==> src/rtl/router_req_gen.sv <==
// Router request generator: issues NUM_REQ address-stepped requests, times each out and counts results.
// Latency statistics are compiled in only when ROUTER_REQ_LATENCY_EN is defined.
module router_req_gen #(
    parameter int NUM_REQ     = 16,
    parameter int TIMEOUT_CYC = 1024,
    parameter int GAP_CYC     = 8
) (
    input  logic        user_clk,
    input  logic        reset_pb,
    input  logic        gen_start,
    input  logic        gen_abort,
    input  logic [9:0]  cfg_src_addr,
    input  logic [9:0]  cfg_dst_base,
    input  logic [9:0]  cfg_dst_step,
    input  logic        router_done,
    output logic        router_start_req,
    output logic [9:0]  router_dst_addr,
    output logic [9:0]  router_scr_addr,
    output logic        busy,
    output logic        run_done,
    output logic [15:0] ok_cnt,
    output logic [15:0] timeout_cnt,
    output logic [15:0] stray_cnt,
    output logic [15:0] last_latency,
    output logic [15:0] max_latency,
    output logic [2:0]  state_dbg
);

    // Handshake: router_start_req is a level held for every WAIT cycle with stable addresses;
    // the request completes in the first cycle router_done is sampled high while it is set.
    typedef enum logic [2:0] {
        S_IDLE   = 3'd0,
        S_ISSUE  = 3'd1,
        S_WAIT   = 3'd2,
        S_GAP    = 3'd3,
        S_FINISH = 3'd4
    } state_t;

    localparam logic [15:0] TIMEOUT_L = 16'(TIMEOUT_CYC);
    localparam logic [15:0] GAP_L     = 16'(GAP_CYC);
    localparam logic [16:0] NUM_L     = 17'(NUM_REQ);

    state_t      state;
    logic [9:0]  src_q;
    logic [9:0]  step_q;
    logic [9:0]  dst_acc;
    logic [15:0] idx;
    logic [15:0] wait_cnt;
    logic [15:0] gap_cnt;
    logic        more_req;

    assign more_req  = ({1'b0, idx} + 17'd1) < NUM_L;
    assign state_dbg = state;

    function automatic logic [15:0] sat_inc(input logic [15:0] v);
        return (v == 16'hFFFF) ? v : v + 16'd1;
    endfunction

`ifdef ROUTER_REQ_LATENCY_EN
    logic [15:0] last_lat_q;
    logic [15:0] max_lat_q;
    assign last_latency = last_lat_q;
    assign max_latency  = max_lat_q;
`else
    assign last_latency = 16'd0;
    assign max_latency  = 16'd0;
`endif

    always_ff @(posedge user_clk) begin
        if (reset_pb) begin
            state            <= S_IDLE;
            router_start_req <= 1'b0;
            router_dst_addr  <= 10'd0;
            router_scr_addr  <= 10'd0;
            busy             <= 1'b0;
            run_done         <= 1'b0;
            ok_cnt           <= 16'd0;
            timeout_cnt      <= 16'd0;
            stray_cnt        <= 16'd0;
            src_q            <= 10'd0;
            step_q           <= 10'd0;
            dst_acc          <= 10'd0;
            idx              <= 16'd0;
            wait_cnt         <= 16'd0;
            gap_cnt          <= 16'd0;
`ifdef ROUTER_REQ_LATENCY_EN
            last_lat_q       <= 16'd0;
            max_lat_q        <= 16'd0;
`endif
        end else begin
            // A done outside WAIT is only counted; the later IDLE clear wins on a start cycle.
            if (router_done && state != S_WAIT)
                stray_cnt <= sat_inc(stray_cnt);

            case (state)
                S_IDLE: begin
                    if (gen_start) begin
                        src_q       <= cfg_src_addr;
                        dst_acc     <= cfg_dst_base;
                        step_q      <= cfg_dst_step;
                        idx         <= 16'd0;
                        ok_cnt      <= 16'd0;
                        timeout_cnt <= 16'd0;
                        stray_cnt   <= 16'd0;
`ifdef ROUTER_REQ_LATENCY_EN
                        last_lat_q  <= 16'd0;
                        max_lat_q   <= 16'd0;
`endif
                        busy        <= 1'b1;
                        state       <= S_ISSUE;
                    end
                end
                S_ISSUE: begin
                    router_dst_addr  <= dst_acc;
                    router_scr_addr  <= src_q;
                    router_start_req <= 1'b1;
                    wait_cnt         <= 16'd1;
                    state            <= S_WAIT;
                end
                S_WAIT: begin
                    if (router_done) begin
                        ok_cnt           <= sat_inc(ok_cnt);
`ifdef ROUTER_REQ_LATENCY_EN
                        last_lat_q       <= wait_cnt;
                        if (wait_cnt > max_lat_q)
                            max_lat_q    <= wait_cnt;
`endif
                        router_start_req <= 1'b0;
                        gap_cnt          <= 16'd1;
                        state            <= S_GAP;
                    end else if (wait_cnt >= TIMEOUT_L) begin
                        timeout_cnt      <= sat_inc(timeout_cnt);
                        router_start_req <= 1'b0;
                        gap_cnt          <= 16'd1;
                        state            <= S_GAP;
                    end else begin
                        wait_cnt         <= wait_cnt + 16'd1;
                    end
                end
                S_GAP: begin
                    // Abort is only looked at here, so an in-flight request always finishes.
                    if (gap_cnt >= GAP_L) begin
                        if (more_req && !gen_abort) begin
                            idx     <= idx + 16'd1;
                            dst_acc <= dst_acc + step_q;
                            state   <= S_ISSUE;
                        end else begin
                            run_done <= 1'b1;
                            state    <= S_FINISH;
                        end
                    end else begin
                        gap_cnt <= gap_cnt + 16'd1;
                    end
                end
                S_FINISH: begin
                    run_done <= 1'b0;
                    busy     <= 1'b0;
                    state    <= S_IDLE;
                end
                default: begin
                    router_start_req <= 1'b0;
                    run_done         <= 1'b0;
                    busy             <= 1'b0;
                    state            <= S_IDLE;
                end
            endcase
        end
    end

endmodule
==> config.mk <==
export PLATFORM = sky130hd
export DESIGN_NAME = router_req_gen
export DESIGN_NICKNAME = d
export VERILOG_FILES = /design/src/rtl/router_req_gen.sv
export SDC_FILE = /design/constraint.sdc
export NUM_CORES = 1
export LEC_CHECK = 0
export BUFFER_PORTS_ARGS = -buffer_cell sky130_fd_sc_hd__buf_2
export CAP_MARGIN = 40
export CORE_ASPECT_RATIO = 0.9
export CORE_MARGIN = 4
export CORE_UTILIZATION = 50
export CTS_CLUSTER_SIZE = 40
export DETAILED_ROUTE_END_ITERATION = 10
export GPL_TIMING_DRIVEN = 0
export PLACE_DENSITY = 0.85
export SLEW_MARGIN = 20
export SYNTH_ARGS = -nofsm -noshare
export SYNTH_HDL_FRONTEND = slang
export SYNTH_SLANG_ARGS = --single-unit
==> constraint.sdc <==
create_clock -name user_clk -period 2.45 [get_ports user_clk]
set_input_delay 0.1225 -clock user_clk [delete_from_list [all_inputs] [get_ports user_clk]]
set_output_delay 0.1225 -clock user_clk [all_outputs]
set_load 0.005 [all_outputs]
==> metrics list <==
- For this run, the register share of the synthesized area comes to 43.3%.
* Warnings, synthesis: 0
* Cell at the slowest stage of the critical path: sky130_fd_sc_hd__or3_4
* Mapped Area: 0.00702 mm^2
- Antenna violations before repair: 0
- For this design, the sink count on the clock tree is between 150 and 200.
- Wires add up to 17,500 um.
- Area of the multi-input gates: 0.00370 mm^2
- The worst setup path is captured at a flip-flop.
- The worst register-to-register path begins at idx[0].
- CTS placed an instance of sky130_fd_sc_hd__clkbuf_16 at the clock tree root.
* Worst setup path category: flip-flop to flip-flop
- Number of register bits inferred by synthesis: around 150
- Summed over all failing endpoints, the final setup total negative slack is 0 ns.
- After global routing the overflow that remains totals 0.
- Hold Worst Slack: 0.0231 ns
* Core footprint: between 0.01 and 0.015 mm^2
- In this run the worst setup path terminates at idx[4].
* End of the worst register-to-register path: idx[4]
- Cells fill 65.3% of the core in the end.
- Via/cell ratio: 5.24
- The sequential cells in the finished layout cover a total of 0.00305 mm^2.
* Number of hold-slack violations in the final timing report: 0
* Clock slew at the register clock pins of the worst setup and hold paths: approximately 0.06 ns
* Switching part of the total: 25.3%
* WL per Instance: 14.4 um
- CTS built an H-tree with a depth of 4.
- Among all cell types in the netlist, the one instantiated most often is sky130_fd_sc_hd__dfxtp_1.
- The most used flip-flop cell after synthesis is sky130_fd_sc_hd__dfxtp_1.
- Launching instance or port of the critical path: idx[0]
- The synthesized design devotes to its leading area cell type a little over two fifths of total area.
- STA puts the critical path data required time at 2.77 ns.
- Post-synth cell types: 66
- Final setup viols: 0
- The tightest min-delay check is of the input port to flip-flop type.
* Reg2reg setup slack: 0.1 ns
- Buffers on Ports: about 110
- Iteration count of the initial detailed-routing pass: 5
- Crit path max fanout: 10
- The die is 120 um tall.
- On the critical path the largest part of the delay comes from simple AND/OR/NAND/NOR gates.
* Total design power: 0.00583 W
- STA classifies the critical path startpoint as a flip-flop.
- Compared with the post-synthesis result, the final layout area differs by 26.1%.
- At the end of routability-driven placement, the weighted congestion stood at between 0.8 and 0.9.
* Maximum number of pins on one net before global-route repair: 17
- Number of global-route vias before repair: 5,902
- The first global-routing pass estimated 28,600 um of wire.
- Most numerous cell types in the synthesized netlist: 152 x sky130_fd_sc_hd__dfxtp_1, 127 x sky130_fd_sc_hd__nand2_1, 103 x sky130_fd_sc_hd__nor2_1, 65 x sky130_fd_sc_hd__a21oi_1, 38 x sky130_fd_sc_hd__xor2_1
* Highest Clock Rate: 0.425 GHz
* Number of max-slew violations in the final report: 0
- Share of layout cells above drive strength 1: about a fifth
- Seq pwr share: 44.4%
- Ordered cell list for the critical path: ha_4 > and4_4 > nand4_1 > or3_4 > a22oi_4 > a21o_1 > buf_6 > nor2_1 > buf_4 > and2_1
- IR analysis of the VDD net gives a maximum drop of 567 uV.
* Post-layout minimum cycle time: 2.35 ns
- Filler Cell Count: 1,076
* P_int: 0.00435 W
* Portion of total power attributed to the clock network: 45.1%
* Critical Path AT: ~2.7 ns
* Pwr/cell area: 658 mW/mm^2
- In this run, the number of DRC markers left after iteration 0 of detailed routing was 360.
- Biggest cell delay along the critical path: 0.41 ns
- Counting flops with a built-in enable in the synthesized netlist gives 0.
* Fraction of the cycle the final worst path needs: 96.0%
- Share of async-settable or async-resettable flops after synthesis: 0%
- The finished layout holds ~1,200 standard cells, fillers aside.
- Between clock sinks in the finished design, the worst skew comes to 0.0107 ns.
- Run status: complete, no violations
- Net switching power of the design: around 0.0015 W
- Synth area leader: sky130_fd_sc_hd__dfxtp_1
- Number of buffers on the longest clock path: 2
* Clock tree from TritonCTS: yes
- Final antenna-violating net count: 0
- Counting cells, the worst reg-to-reg path comes to 10.
* Number of standard cells after synthesis: 833
- In this run the horizontal extent of the chip is 133 um.
- Total number of nets in the final design: 1,072
- For the pin with the worst max-slew slack, the measured transition is 0.742 ns.
- The worst hold path passes through 3 cells.
- Cell count along the critical path: 10
- Global routing used 21.8% of the available tracks.
- The wire-length estimate of the detail-placed layout is between 10,000 and 15,000 um.
- The number of clock buffers added by TritonCTS is 17.
- The repair_antennas step left the layout with diodes totalling 0.
- The average instance in the mapped netlist occupies approximately 8.4 um^2.
- Once placement completed, the tool counted placed cells totaling 1,161.
- Total leakage power: 3.69 nW
- The worst pin sits at a relative slew slack of about half.
- Boundary Pins: 141
- Share of total power in combinational logic: approximately a tenth
- Bufs and invs on worst path: 2
- Across the run, the number of max-cap violations was 0.
- Total via count after detailed routing: 6,394
- DRC: 0
- Top cells by area in the synthesized netlist: sky130_fd_sc_hd__dfxtp_1 43%, sky130_fd_sc_hd__nand2_1 6.8%, sky130_fd_sc_hd__nor2_1 5.5%, sky130_fd_sc_hd__xor2_1 4.7%, sky130_fd_sc_hd__a21oi_1 4.6%
- Clock latency on the worst-skew pair, taken at its later pin, is 0.43 ns.
- The initial utilization of the core area, before any placement, comes to roughly 52%.
- The die covers 0.0160 mm^2.
* Placement row count: 40
## worst reg2reg max path, stage by stage, from the launching register on
cell and delay (ns):
sky130_fd_sc_hd__dfxtp_4 0.39, sky130_fd_sc_hd__ha_4 0.15, sky130_fd_sc_hd__and4_4 0.26, sky130_fd_sc_hd__nand4_1 0.13
sky130_fd_sc_hd__or3_4 0.41, sky130_fd_sc_hd__a22oi_4 0.23, sky130_fd_sc_hd__a21o_1 0.16, sky130_fd_sc_hd__buf_6 0.13
sky130_fd_sc_hd__nor2_1 0.06, sky130_fd_sc_hd__buf_4 0.16, sky130_fd_sc_hd__and2_1 0.15
## flip-flops by register name, summed over array words and instances, names as in the netlist
name / flops
dst_acc: 10
stray_cnt: 16
idx: 16
ok_cnt: 16
busy: 1
run_done: 1
wait_cnt: 16
step_q: 10
router_start_req: 1
state_dbg: 3
router_scr_addr: 10
timeout_cnt: 16
router_dst_addr: 10
src_q: 10
gap_cnt: 16
## what timing repair did
item / 4_1_cts / 5_1_grt
gates resized for setup: 3 / 12
hold buffers: 23 / 0
hold endpoints to repair: 23 / 0
pin swaps: 0 / 4
setup buffers: 0 / 6
endpoints found under the setup margin: 42 / 53
## logic make-up (layout without fill, tap and decap cells)
| group | count (synthesis) | after routing | share of synthesized area [%] |
|---|---|---|---|
| AO/OA/AOI/OAI | 127 | 127 | 11.8 |
| XOR/XNOR | 57 | 57 | 7.11 |
| adder cells (fa/ha/maj) | 18 | 18 | 3.31 |
| buffers and inverters | 83 | 251 | 6.54 |
| flip-flops | 152 | 152 | 43.3 |
| multiplexers | 7 | 7 | 0.998 |
| other | 1 | 32 | 0.0534 |
| AND/OR/NAND/NOR | 388 | 388 | 26.8 |
## power groups by stage
stage | clock network, W | registers [W] | logic (W)
3_5_place_dp | 0 | 0.00264 | 0.000553
5_1_grt | 0.00277 | 0.00260 | 0.000671
6_report | 0.00263 | 0.00259 | 0.000607
4_1_cts | 0.00264 | 0.00259 | 0.000589
2_1_floorplan | 0 | 0.00264 | 0.000390
3_3_place_gp | 0 | 0.00264 | 0.000544
## per-layer routing
metal	routed length [um]	vias to the layer above	global-route usage, %
met5	0	-	0
met4	267	0	6.36
met3	1290	27	5.53
met2	8210	221	35.4
met1	7780	2991	28.8
li1	-	3155	-
## per-stage QoR
step           worst slack [ns]  cell area [um^2]
6_report                 0.0970              8860
5_1_grt                -0.00504              8860
4_1_cts                 0.00312              8760
3_5_place_dp            -0.0691              7920
3_3_place_gp            -0.0745              7920
2_1_floorplan             0.211              7140
## worst min-delay path by stage
stage,startpoint,endpoint,slack [ns]
global placement,cfg_src_addr[1],src_q[1],0.36
detailed placement,cfg_dst_step[3],step_q[3],0.37
global route,cfg_dst_base[7],dst_acc[7],0.02
finish,cfg_dst_base[7],dst_acc[7],0.02
floorplan,cfg_src_addr[0],src_q[0],0.26
CTS,cfg_dst_base[7],dst_acc[7],0.006
## cell usage in the layout, fill, tap and decap left out, drive strengths merged, types with 5 or more instances in the layout
master	instances
or2	5
and4	7
xor2	38
nor4	6
o21ai	10
xnor2	19
a211oi	8
conb	32
nand4	20
dlygate4sd3	23
nor3	18
buf	155
or3	9
dfxtp	152
nor2	105
a311oi	6
nor2b	7
and2	19
ha	17
clkbuf	43
mux2i	7
inv	22
nand2b	5
and3	12
a31oi	8
nand3	34
nand2	127
a21oi	68
## final cells by class
type | count | share of cell area [%]
clock buffer | 20 | 5.16
multi-input combinational | 629 | 41.8
buffer | 64 | 4.41
inverter | 18 | 0.763
clock inverter | 12 | 1.58
timing repair buffer | 137 | 9.21
sequential | 152 | 34.4
tap | 189 | 2.67
Power figures use the tool's default switching activity.
